File: config.mk
export PLATFORM = sky130hd
export DESIGN_NAME = config_frame_loader
export DESIGN_NICKNAME = d
export VERILOG_FILES = /design/src/rtl/config_loader_pkg.sv /design/src/rtl/config_frame_loader_strobe.sv /design/src/rtl/config_frame_loader.sv
export SDC_FILE = /design/constraint.sdc
export NUM_CORES = 1
export LEC_CHECK = 0
export CAP_MARGIN = 20
export CORE_MARGIN = 5
export CORE_UTILIZATION = 43
export CTS_CLUSTER_DIAMETER = 80
export DETAILED_ROUTE_END_ITERATION = 12
export PLACE_DENSITY = 0.81
export SYNTH_ARGS = -nofsm -noshare
export SYNTH_HDL_FRONTEND = slang
export SYNTH_HIERARCHICAL = 1
export SYNTH_SLANG_ARGS = --single-unit
File: constraint.sdc
create_clock -name CLK -period 3.77 [get_ports CLK]
set_input_delay 0.754 -clock CLK [delete_from_list [all_inputs] [get_ports CLK]]
set_output_delay 0.754 -clock CLK [all_outputs]
set_load 0.05 [all_outputs]
File: src/rtl/config_loader_pkg.sv
// Shared constants and state type for the
// configuration frame loader.
package config_loader_pkg;

  localparam logic [31:0] SYNC_WORD = 32'hFAB0_FAB1;
  localparam logic [7:0]  OP_FRAME  = 8'h00;
  localparam logic [7:0]  OP_END    = 8'hFF;

  typedef enum logic [1:0] {
    HUNT,
    ADDR,
    DATA,
    STROBE
  } loaderState_t;

endpackage

File: src/rtl/config_frame_loader_strobe.sv
// Maps (column, frame) to a one-hot frame latch
// strobe and flags addresses outside the fabric.
module config_strobe_decoder
  import config_loader_pkg::*;
#(
  parameter int MaxFramesPerCol = 20,
  parameter int NumColumns      = 8
) (
  input  logic [7:0] column,
  input  logic [4:0] frame,
  input  logic       enable,
  output logic [MaxFramesPerCol*NumColumns-1:0] frameStrobe,
  output logic       rangeError
);

  localparam int StrobeW = MaxFramesPerCol * NumColumns;

  logic [31:0] bitIdx;

  // Range check and one-hot decode of the flat bit index
  always_comb begin
    rangeError = (32'(column) >= 32'(NumColumns))
              || (32'(frame) >= 32'(MaxFramesPerCol));
    bitIdx = 32'(column) * 32'(MaxFramesPerCol)
           + 32'(frame);
    frameStrobe = '0;
    for (int i = 0; i < StrobeW; i++) begin
      frameStrobe[i] = enable && !rangeError
                    && (bitIdx == 32'(i));
    end
  end

endmodule

File: src/rtl/config_frame_loader.sv
// Bitstream word loader: hunts for sync, decodes
// frame addresses, gathers row data, fires strobes.
module config_frame_loader
  import config_loader_pkg::*;
#(
  parameter int FrameBitsPerRow = 32,
  parameter int MaxFramesPerCol = 20,
  parameter int NumRows         = 4,
  parameter int NumColumns      = 8
) (
  input  logic        CLK,
  input  logic        resetn,
  input  logic [31:0] WriteData,
  input  logic        WriteStrobe,
  output logic        WriteReady,
  output logic [FrameBitsPerRow*NumRows-1:0] FrameData,
  output logic [MaxFramesPerCol*NumColumns-1:0] FrameStrobe,
  output logic        ConfigActive,
  output logic        ConfigError
);

  localparam int RowW = (NumRows > 1) ? $clog2(NumRows) : 1;

  loaderState_t state;
  loaderState_t nextState;

  logic [7:0]      column;
  logic [4:0]      frame;
  logic [RowW-1:0] rowCnt;
  logic            accept;
  logic            lastRow;
  logic            isSync;
  logic            strobeEn;
  logic            rangeError;

  assign accept  = WriteStrobe && WriteReady;
  assign lastRow = (rowCnt == RowW'(NumRows - 1));
  assign isSync  = (WriteData == SYNC_WORD);

  // State register
  always_ff @(posedge CLK or negedge resetn) begin
    if (!resetn) state <= HUNT;
    else         state <= nextState;
  end

  // Next-state decision on each accepted word
  always_comb begin
    nextState = state;
    unique case (state)
      HUNT: begin
        if (accept && isSync) nextState = ADDR;
      end
      ADDR: begin
        if (accept) begin
          if (WriteData[31:24] == OP_END)
            nextState = HUNT;
          else if (WriteData[31:24] == OP_FRAME)
            nextState = DATA;
        end
      end
      DATA: begin
        if (accept && lastRow) nextState = STROBE;
      end
      STROBE: nextState = ADDR;
      default: nextState = HUNT;
    endcase
  end

  // Handshake and status outputs from state
  always_comb begin
    WriteReady   = (state != STROBE);
    ConfigActive = (state != HUNT);
    strobeEn     = (state == STROBE);
  end

  // Address latch and row data capture
  always_ff @(posedge CLK or negedge resetn) begin
    if (!resetn) begin
      column    <= '0;
      frame     <= '0;
      rowCnt    <= '0;
      FrameData <= '0;
    end else if (accept) begin
      if (state == ADDR
          && WriteData[31:24] == OP_FRAME) begin
        column <= WriteData[15:8];
        frame  <= WriteData[4:0];
        rowCnt <= '0;
      end
      if (state == DATA) begin
        for (int r = 0; r < NumRows; r++) begin
          if (rowCnt == RowW'(r))
            FrameData[r*FrameBitsPerRow +: FrameBitsPerRow]
              <= WriteData[FrameBitsPerRow-1:0];
        end
        rowCnt <= lastRow ? '0 : rowCnt + RowW'(1);
      end
    end
  end

  // Sticky range error, cleared by a fresh sync
  always_ff @(posedge CLK or negedge resetn) begin
    if (!resetn)
      ConfigError <= 1'b0;
    else if (accept && state == HUNT && isSync)
      ConfigError <= 1'b0;
    else if (strobeEn && rangeError)
      ConfigError <= 1'b1;
  end

  config_strobe_decoder #(
    .MaxFramesPerCol(MaxFramesPerCol),
    .NumColumns     (NumColumns)
  ) uDecoder (
    .column     (column),
    .frame      (frame),
    .enable     (strobeEn),
    .frameStrobe(FrameStrobe),
    .rangeError (rangeError)
  );

endmodule

==> results of run 1 <==
-- Yosys cell counts (3+ instances only) --
cell                       number
sky130_fd_sc_hd__mux2_4         8
sky130_fd_sc_hd__inv_1         10
sky130_fd_sc_hd__and2_1         4
sky130_fd_sc_hd__clkbuf_1      32
sky130_fd_sc_hd__ha_1          24
sky130_fd_sc_hd__xor2_1         3
sky130_fd_sc_hd__nand2b_1       3
sky130_fd_sc_hd__mux2_2       133
sky130_fd_sc_hd__buf_2         21
sky130_fd_sc_hd__nor3_1       126
sky130_fd_sc_hd__o22ai_1        3
sky130_fd_sc_hd__nand4b_1       3
sky130_fd_sc_hd__nand2_1       16
sky130_fd_sc_hd__nor4_1        22
sky130_fd_sc_hd__and3_1         3
sky130_fd_sc_hd__nand4_1        6
sky130_fd_sc_hd__xnor2_1        4
sky130_fd_sc_hd__dfrtp_1      146
sky130_fd_sc_hd__o21ai_0        3
sky130_fd_sc_hd__nand3_1       10
sky130_fd_sc_hd__or2_2          7
sky130_fd_sc_hd__nor2_1        29
sky130_fd_sc_hd__a21oi_1        3
-- timing repair --
action | CTS
pin swaps | 40
buffers inserted | 21
gates resized for setup | 40
setup endpoints to repair | 160
gates cloned | 7
-- metrics by stage --
| stage | setup slack (ns) | hold slack, ns | instances |
|---|---|---|---|
| 4_1_cts | -0.4554 | 0.5064 | 1288 |
| 3_5_place_dp | 0.02719 | 0.4923 | 1230 |
| 3_3_place_gp | 0.1084 | 0.4869 | 1230 |
| 2_1_floorplan | -0.2876 | 0.4584 | 664 |
-- logic make-up after synthesis --
group | Yosys count | synth area share, %
XOR/XNOR | 7 | 0.8156
buffers and inverters | 65 | 3.695
flip-flops | 146 | 48.60
AO/OA/AOI/OAI | 26 | 2.630
AND/OR/NAND/NOR | 251 | 17.94
adder cells (fa/ha/maj) | 26 | 4.527
multiplexers | 143 | 21.79
==> reports/results.md, run 1 <==
- did not finish — result of the run
- global routing (5_1_grt) — Failed at
- [ERROR DPL-0033] detailed placement checks failed during check placement. — first error message
- 48 — number of rows in the core area
- 57 — number of distinct library cell variants in the gate-level netlist after synthesis
- 2 — number of buffers on the longest clock path
- 142.2 µm — y dimension of the die
- 15,010 µm² — Post-Place Cell Area
- 25,220 µm — Detailed Place HPWL
- 0 — number of flops mapped to enable cells by yosys
- sky130_fd_sc_hd__dfrtp_1 49%, sky130_fd_sc_hd__mux2_2 20%, sky130_fd_sc_hd__nor3_1 8.4% — cells taking the most area after synthesis
- 4 — H-tree depth
- 142.2 µm — DIE WIDTH
- 0 — hold bufs inserted after CTS
- 48.60% — sequential area share after synthesis
- 0.8180 — final RePlAce weighted congestion
- sky130_fd_sc_hd__dfrtp_1 — library cell with the largest summed area after synthesis
- 11.32 µm² — Mapped Avg Cell Area
- 725 — Post-Synthesis Net Count
- FrameStrobe[66] — GRT repair_timing worst endpoint
- 0 — initial antenna violation count
- 121 — largest net degree at the start of global routing
- 146 — CTS sink cnt
- 146 — count of state elements after synthesis
- 325 — number of buffer cells added on primary ports
- 100.0% — Async SR Flop Fraction
- 7517 µm² — netlist area before placement
- 17 — Num CTS Buffers
- 326 — I/O pin count
- sky130_fd_sc_hd__dfrtp_1 — top flip-flop cell by instance count after synthesis
- 6 — total of warnings raised by yosys
- 43.61% — initial cell density of the core
- output port — kind of the worst endpoint
- 48.60% — area fraction of the dominant cell type after synthesis
- 664 — number of instances in the synthesized netlist
- sky130_fd_sc_hd__clkbuf_16 — library cell used as clock root buffer
==> run 2, diff against run 1 <==
--- a/config.mk
+++ b/config.mk
@@ -7,10 +7,9 @@
 export LEC_CHECK = 0
 export CAP_MARGIN = 20
 export CORE_MARGIN = 5
-export CORE_UTILIZATION = 43
-export CTS_CLUSTER_DIAMETER = 80
+export CORE_UTILIZATION = 40
 export DETAILED_ROUTE_END_ITERATION = 12
-export PLACE_DENSITY = 0.81
+export PLACE_DENSITY_LB_ADDON = 0.15
 export SYNTH_ARGS = -nofsm -noshare
 export SYNTH_HDL_FRONTEND = slang
 export SYNTH_HIERARCHICAL = 1
==> run 2 against run 1 <==
- the flow now finishes, with violations (setup timing)
- area after synthesis is the same
- synthesized cell count unchanged
==> reports/results.md, run 2 <==
- sky130_fd_sc_hd__dfrtp_1 — library cell with the largest summed area after synthesis
- 48.60% — sequential area share after synthesis, unchanged
- 2 — number of buffers on the longest clock path, unchanged
- sky130_fd_sc_hd__dfrtp_1 — cell with the largest stage delay on the worst path
- adder cells — cell type group with the largest total delay on the critical path
- register — nature of the critical path startpoint
- sky130_fd_sc_hd__clkbuf_16 — library cell used as clock root buffer
- sky130_fd_sc_hd__buf_12 — most repeated library cell on the critical path
- 0.06 ns — clock-pin slew of the registers on the worst-case setup and hold paths
- 147.1 µm — DIE WIDTH, +3.4%
- finished with violations — result of the run
- 567.0 nW/µm² — power density over the cells
- 0 — hold bufs inserted after CTS, unchanged
- -0.5866 ns — worst path setup slack after routing
- 7.213 nW — Lkg Pwr
- 0 — residual overflow from global routing
- 326 — I/O pin count, unchanged
- sky130_fd_sc_hd__dfrtp_1 — top flip-flop cell by instance count after synthesis
- 0.6599 ns — pin slew with the least headroom to its limit
- 32.66% — total track usage
- 0 — Final Hold Fails
- 8,327 — via count of the first global-routing pass
- 29.41 µm — routed len/inst
- 0 — final number of max-transition violations
- 7,865 — total via count after detailed routing
- sky130_fd_sc_hd__dfrtp_1 — most used standard cell by instance count after synthesis
- 664 — number of instances in the synthesized netlist, unchanged
- true — setup repair after global routing missed its margin
- 48.60% — area fraction of the dominant cell type after synthesis, unchanged
- 57 — number of distinct library cell variants in the gate-level netlist after synthesis, unchanged
- 1,312 — number of standard cells in the final layout excluding fillers
- 181 x sky130_fd_sc_hd__buf_12, 164 x sky130_fd_sc_hd__clkdlybuf4s50_1, 146 x sky130_fd_sc_hd__dfrtp_1, 133 x sky130_fd_sc_hd__mux2_2, 122 x sky130_fd_sc_hd__nor3_4 — highest-count cells in the layout ignoring fill and taps
- primary input to async pin — hold crit path type
- 18,580 µm² — Floorplan Core Area
- 21,630 µm² — Die Area
- 5.995 — average vias per placed instance
- 17 — Num CTS Buffers, unchanged
- 0 — max-cap violations
- 0.41 ns — crit-path max cell delay
- 0 — number of flops mapped to enable cells by yosys, unchanged
- 3.02 ns — required time of the worst setup path
- 128 — Largest register FFs
- 60.30% — fraction of layout cells with a size suffix above 1
- 3.60 ns — crit path DAT
- sky130_fd_sc_hd__dfrtp_1 49%, sky130_fd_sc_hd__mux2_2 20%, sky130_fd_sc_hd__nor3_1 8.4% — cells taking the most area after synthesis
- 4 — H-tree depth, unchanged
- setup timing — violated checks
- 54,030 µm — global-route wire length before repair
- 160 — final setup violation count
- 0 — ant diodes
- primary output — capturing element type of the critical path
- 0 — detailed-route DRC error count
- 56.00% — remaining max-slew budget at the tightest pin
- 6 — number of detailed-routing iterations run before antenna repair
- 0.01127 ns — Worst Clk Skew
- 0.42 ns — clock insertion delay at the later pin of the skew report
- 14,950 µm² — Post-Place Cell Area, -0.38%
- FrameData x128, column x8, frame x5 — Top Registers
- done — clock tree from TritonCTS
- 6 — total of warnings raised by yosys, unchanged
- 38,590 µm — WL final
- 325 — number of buffer cells added on primary ports, unchanged
- 725 — Post-Synthesis Net Count, unchanged
- 4.357 ns — fin crit period
- 115.6% — ratio of final minimum period to clock period
- 146 — count of state elements after synthesis, unchanged
- ha_1 > ha_2 > inv_2 > fa_2 > xnor2_4 > nand4b_1 > a311oi_2 > buf_4 > o22ai_4 > buf_12 > nor3_4 > buf_12 — crit path cell chain
- 0 — ANT nets after route
- 1,235 — Placed Cells, +0.41%
- 536 — count of routing violations after the opening detailed-route iteration
- 7517 µm² — netlist area before placement, unchanged
- 4 — CP Buf/Inv Count
- 229.5 MHz — maximum operating frequency
- 147.1 µm — y dimension of the die, +3.4%
- 146 x sky130_fd_sc_hd__dfrtp_1, 133 x sky130_fd_sc_hd__mux2_2, 126 x sky130_fd_sc_hd__nor3_1 — most frequent cells after synthesis
- FrameData — most flop-heavy register
- 146 — CTS sink cnt, unchanged
- register to primary output — Crit Path Category
- 40.46% — initial cell density of the core, -3.2 points
- 5 — Worst Path Max Fanout
- 1,126 — Net count, final
- 120.2% — signed area change from the synthesized netlist to the final layout
- 16,550 µm² — post-layout instance area
- 0.8557 mV — worst-case vdd ir drop
- 50 — number of rows in the core area, +4.2%
- 23,390 µm — Detailed Place HPWL, -7.2%
- 72 — largest net degree at the start of global routing
- 11.32 µm² — Mapped Avg Cell Area, unchanged
- 0.8095 — final RePlAce weighted congestion, -1.0%
- 0 — initial antenna violation count
- 100.0% — Async SR Flop Fraction, unchanged
- sky130_fd_sc_hd__buf_12 — most common cell after layout, fill and taps aside
-- run 2: layout make-up --
cell class                 count  area (µm²)
sequential                   146        3654
timing repair buffer         437        6302
inverter                      10       37.54
clock buffer                  20       456.7
multi-input combinational    453        5665
tap                          234       292.8
fill                         663        2029
clock inverter                12       142.6
-- run 2: worst paths after layout --
kind                                start              end  slack [ns]  cells past startpoint
hold reg to reg            FrameData[117]   FrameData[117]        0.50                      1
min in group CLK           FrameData[117]   FrameData[117]        0.50                      1
setup reg to reg                 state[0]    FrameData[31]        1.32                      6
max in group asynchronous          resetn    FrameData[43]        2.67                      2
setup / recovery                column[3]  FrameStrobe[64]       -0.59                     12
hold / removal                     resetn    FrameData[42]        0.32                      1
-- run 2: per-layer routing --
metal,global-route usage (%),up-vias,part of all wire [%]
met3,10.33,147,9.6
li1,-,3267,-
met1,37.24,3948,35
met2,56.61,503,50
met5,0,-,0
met4,14.03,0,5.3
-- run 2: timing repair --
| item | 4_1_cts | 5_1_grt |
|---|---|---|
| resized for setup | 82 | 17 |
| pin swaps | 43 | 30 |
| setup endpoints to repair | 160 | 160 |
| cloned | 6 | 6 |
| buffers inserted | 28 | 7 |
-- run 2: kinds of logic after synthesis --
logic type	synth area share, %
compound gates	2.630
xor+xnor	0.8156
fa+ha+maj	4.527
buf+inv	3.695
flops	48.60
mux	21.79
simple gates	17.94
-- run 2: through the flow --
| step | hold WS, ns | total power [W] | util (%) | worst slack [ns] | setup TNS, ns |
|---|---|---|---|---|---|
| finish | 0.3242 | 0.009385 | 89.08 | -0.5866 | -66.76 |
| global route | 0.3696 | 0.009711 | 89.08 | -0.6704 | -82.30 |
| CTS | 0.3577 | 0.009188 | 87.64 | -0.2961 | -35.84 |
| detailed placement | 0.4910 | 0.007267 | 80.47 | -0.1637 | -3.333 |
| global placement | 0.4856 | 0.007163 | 80.47 | -0.04867 | -0.6530 |
| floorplan | 0.4584 | 0.005598 | - | -0.2876 | -13.78 |
-- run 2: where the power goes --
group	internal [W]	switching (W)
clock	0.00102	0.000684
sequential	0.00210	0.000310
combinational	0.00187	0.00339
Note: power is estimated with default switching activity, not from simulation.
==> RTL change 1, RTL diff (config.mk and constraints of run 2) <==
Register the output `ConfigError` once more, cleared by the reset; this adds one clock of latency there. The other outputs are not delayed to match.
--- a/src/rtl/config_frame_loader.sv
+++ b/src/rtl/config_frame_loader.sv
@@ -22,2 +22,4 @@
   localparam int RowW = (NumRows > 1) ? $clog2(NumRows) : 1;
+
+  logic ConfigError_s0;
 
@@ -103,7 +105,7 @@
     if (!resetn)
-      ConfigError <= 1'b0;
+      ConfigError_s0 <= 1'b0;
     else if (accept && state == HUNT && isSync)
-      ConfigError <= 1'b0;
+      ConfigError_s0 <= 1'b0;
     else if (strobeEn && rangeError)
-      ConfigError <= 1'b1;
+      ConfigError_s0 <= 1'b1;
   end
@@ -121,2 +123,10 @@
 
+  always_ff @(posedge CLK or negedge resetn) begin
+    if (!resetn) begin
+      ConfigError <= '0;
+    end else begin
+      ConfigError <= ConfigError_s0;
+    end
+  end
+
 endmodule
Formal check against the unedited RTL: not equivalent (a bounded check fails within 10 cycles, from zero or initial values and one cycle with resetn low).
==> RTL change 1 against run 2 <==
The run still ends with setup timing left. Register-to-register slack about the same. Critical path depth grew 1. Count of clock-buffer cells in the layout up 1. Power down 0.27%. Area after synthesis is 0.33% higher. Setup slack got worse by 0.0052 ns. Wire length is 5.5% lower. Sequential cell count grew 1. Maximum frequency down 0.12%. Design area about the same. Largest power group unchanged.
==> RTL change 1: results (changes against run 2) <==
{| class="wikitable"
! Metric !! Value
|-
| Total Neg Setup Slack || -75.15 ns (-8.39 ns)
|-
| Placed cell count || 1,242 (+0.57%)
|-
| First-pass GRT wire length || 53.1 mm (-1.8%)
|-
| Slew headroom || 0.454 (-0.106)
|-
| Post-DP HPWL || 23.0 mm (-1.8%)
|-
| List of most frequent post-synthesis cells || 147 x sky130_fd_sc_hd__dfrtp_1, 133 x sky130_fd_sc_hd__mux2_2, 126 x sky130_fd_sc_hd__nor3_1
|-
| Per-cell via count in the routed design || 5.82 (-2.9%)
|-
| Post-synth net total || 726 (+0.14%)
|-
| Leakage power figure || 7.22 nW (about the same)
|-
| Least setup slack across all paths after layout || -0.592 ns (-0.00523 ns)
|-
| Drt pass-1 iters || 5 (-1)
|-
| Via count of the first global-routing pass || 8,209 (-1.4%)
|-
| Mean routed wirelength per cell || 27.3 um (-7.1%)
|-
| Slowest cell on the critical path || sky130_fd_sc_hd__fa_2
|-
| Ranking of synthesized cells by area || sky130_fd_sc_hd__dfrtp_1 49%, sky130_fd_sc_hd__mux2_2 20%, sky130_fd_sc_hd__nor3_1 8.4%
|-
| Gate count after technology mapping || 665 (+0.15%)
|-
| Vias after detailed routing || 7,768 (-1.2%)
|-
| Seq/Total Area, Yosys || 0.488 (+0.00171)
|-
| Placer Congestion || 0.803 (-0.80%)
|-
| Failing checks || setup timing
|-
| Pin count of the biggest net entering global routing || 92 (+28%)
|-
| Final Skew || 0.0142 ns (+0.00290 ns)
|-
| Critical Path Fanout Max || 8 (+3)
|-
| Endpoints failing setup || 160 (unchanged)
|-
| Status || finished with violations
|-
| Layout filler cell count || 741 (+12%)
|-
| Worst endpoint data arrival time || 3.61 ns (about the same)
|-
| Dominant synthesized flop cell || sky130_fd_sc_hd__dfrtp_1
|-
| Layout net count || 1,148 (+2.0%)
|-
| Iteration-0 DRC count of the detailed router || 578 (+7.8%)
|-
| Max VDD drop || 692 uV (-19%)
|-
| GRT Total Usage || 0.320 (-0.00681)
|-
| Fraction of layout cells with a size suffix above 1 || 0.612 (+0.00885)
|}
-- RTL change 1: metrics by stage --
step / area [um^2] / hold slack (ns) / power (mW) / setup slack [ns] / utilization
after floorplan: 9510 / 0.354 / 5.61 / -0.288 / -
after global placement: 14700 / 0.434 / 7.20 / -0.0786 / 0.791
after detailed placement: 14700 / 0.431 / 7.30 / -0.155 / 0.791
after CTS: 16400 / 0.436 / 9.29 / -0.304 / 0.878
after global routing: 16500 / 0.417 / 9.71 / -0.670 / 0.887
final: 16500 / 0.407 / 9.36 / -0.592 / 0.887
-- RTL change 1: timing repair --
item,4_1_cts,5_1_grt
gates cloned,6,3
resized for setup,116,17
pin swaps,42,34
endpoints found under the setup margin,160,160
buffers inserted,46,12
hold buffers,0,0
-- RTL change 1: metal layers --
| layer | share of wire | track usage | up-vias |
|---|---|---|---|
| met2 | 0.51 | 0.551 | 453 |
| met4 | 0.054 | 0.140 | 0 |
| met3 | 0.080 | 0.0851 | 124 |
| met5 | 0 | 0 | - |
| met1 | 0.36 | 0.377 | 3892 |
| li1 | - | - | 3299 |
-- RTL change 1: cells by family after synthesis --
logic type / Yosys count / share of synthesized area
adder cells (fa/ha/maj): 26 / 0.0451
buffers and inverters: 65 / 0.0368
AO/OA/AOI/OAI: 26 / 0.0262
AND/OR/NAND/NOR: 251 / 0.179
flip-flops: 147 / 0.488
XOR/XNOR: 7 / 0.00813
multiplexers: 143 / 0.217
-- RTL change 1: area by class of cell --
type / count / area, um^2 / area share
well taps: 234 / 293 / 0.0177
repair buffers: 458 / 6240 / 0.377
inverters: 10 / 37.5 / 0.00227
flip-flops and latches: 147 / 3680 / 0.222
clock inverters: 11 / 104 / 0.00628
clock buffers: 21 / 460 / 0.0278
multi-input cells: 453 / 5730 / 0.346
-- RTL change 1: worst paths after layout --
path                                    to           start  depth (start not counted)
max                        FrameStrobe[69]       column[1]                         13
min                          FrameData[74]          resetn                          1
max reg2reg                  FrameData[32]        state[0]                          6
min reg2reg                    ConfigError  ConfigError_s0                          0
max in group asynchronous    FrameData[97]          resetn                          2
min in group CLK               ConfigError  ConfigError_s0                          0
-- RTL change 1: power breakdown --
| part | internal (mW) | switching, mW |
|---|---|---|
| Combinational | 1.95 | 3.39 |
| Sequential | 2.12 | 0.294 |
| Clock | 0.946 | 0.658 |
==> RTL change 2, RTL diff (settings of run 2) <==
Made on the original files. Set the parameter `NumRows` to 8 (it was 4).
--- a/src/rtl/config_frame_loader.sv
+++ b/src/rtl/config_frame_loader.sv
@@ -7,3 +7,3 @@
   parameter int MaxFramesPerCol = 20,
-  parameter int NumRows         = 4,
+  parameter int NumRows         = 8,
   parameter int NumColumns      = 8
Interface: changed (resized FrameData); port bits go from 326 to 454. The function was not compared with the original's and may differ.
==> RTL change 2 against run 2 <==
The flow still finishes with violations (setup timing). Setup slack improved by 0.14 ns. Area after synthesis increased by 65%. Wire length increased by 26%. Design area increased by 39%. Non-clock buffer count increased by 144. Clock skew increased by 0.035 ns. Largest power group unchanged. Die area increased by 60%. Power increased by 38%. Sequential cell count increased by 129.
==> RTL change 2: results (changes against run 2) <==
{| class="wikitable"
! Metric !! Value
|-
| Layout-stage area growth over the synthesis result || 85.8%
|-
| Area occupied by multi-input gates || 0.00720 mm^2 (+27%)
|-
| Per-instance average area after synthesis || 12.9 um^2 (+14%)
|-
| Vias after detailed routing || 10.3k (+31%)
|-
| Status || finished with violations
|-
| Critical Path Fanout Max || 8 (+3)
|-
| Met1 Routed Length || 18.1 mm (+35%)
|-
| Number of buffer cells added on primary ports || 453 (+39%)
|-
| Crit path largest cell delay || 0.45 ns (+0.04 ns)
|-
| Drt pass-1 iters || 4 (-2)
|-
| Final Skew || 0.0462 ns (+0.0349 ns)
|-
| Seq/Total Area, Yosys || 0.554 (+0.0682)
|-
| Post-synth net total || 1,028 (+42%)
|-
| Number of gates resized after cts || 75 (-8.5%)
|-
| Max VDD drop || 508 uV (-41%)
|-
| Portion of the layout cell area used by non-clock buffers || 0.325 (-0.0553)
|-
| Mux contribution to synthesized area || 0.248 (+0.0298)
|-
| First-pass GRT wire length || 71.6 mm (+32%)
|-
| Least setup slack across all paths after layout || -0.450 ns (+0.137 ns)
|-
| Cell Area, Placed || 0.0211 mm^2 (+41%)
|-
| Number of buffers inserted during clock tree synthesis || 28 (+11)
|-
| Count of buffers added by post-CTS timing repair for setup || 20 (-29%)
|-
| Failing checks || setup timing
|-
| Endpoints failing setup || 160 (unchanged)
|-
| Compound-gate portion of the synthesized area || 0.0163 (-0.00997)
|-
| H-Tree Level Count || 1 (-3)
|-
| Synthesis-stage register bit count || 275 (+88%)
|-
| Registers with the most flip-flops || FrameData x256, column x8, frame x5
|-
| Adder and majority gate portion of the synthesized area || 0.0294 (-0.0158)
|-
| Worst hold margin || 0.182 ns (-0.142 ns)
|-
| Layout clock buffers || 43 (+110%)
|-
| Post-DP HPWL || 34.5 mm (+47%)
|-
| Iteration-0 DRC count of the detailed router || 507 (-5.4%)
|-
| Detailed route wirelength on metal2 || 24.6 mm (+27%)
|-
| Met1 track demand over resource || 0.334 (-0.0388)
|-
| Tightest Pin Transition || 0.904 ns (+0.244 ns)
|}
-- RTL change 2: cell count changes after synthesis, sizes merged, moves of 2 or more --
| cell | run 2 | this run |
|---|---|---|
| dfrtp | 146 | 275 |
| clkbuf | 32 | 47 |
| mux2 | 141 | 269 |
| ha | 24 | 26 |
| nand3 | 11 | 15 |
| buf | 23 | 42 |
-- RTL change 2: power by group through the flow --
stage | Clock [mW] | Combinational, mW | Sequential (mW)
final | 2.79 | 6.16 | 3.98
after global routing | 2.97 | 6.39 | 4.06
after CTS | 2.85 | 6.08 | 3.98
after detailed placement | 0 | 5.83 | 4.02
after global placement | 0 | 5.75 | 3.98
after floorplan | 0 | 1.57 | 6.21
-- RTL change 2: final timing paths --
| check | cells after the start | endpoint |
|---|---|---|
| setup / recovery | 12 | FrameStrobe[118] |
| hold / removal | 1 | FrameData[219] |
| setup reg to reg | 7 | FrameData[46] |
| hold reg to reg | 1 | FrameData[205] |
| max in group asynchronous | 2 | FrameData[240] |
| min in group CLK | 1 | FrameData[205] |
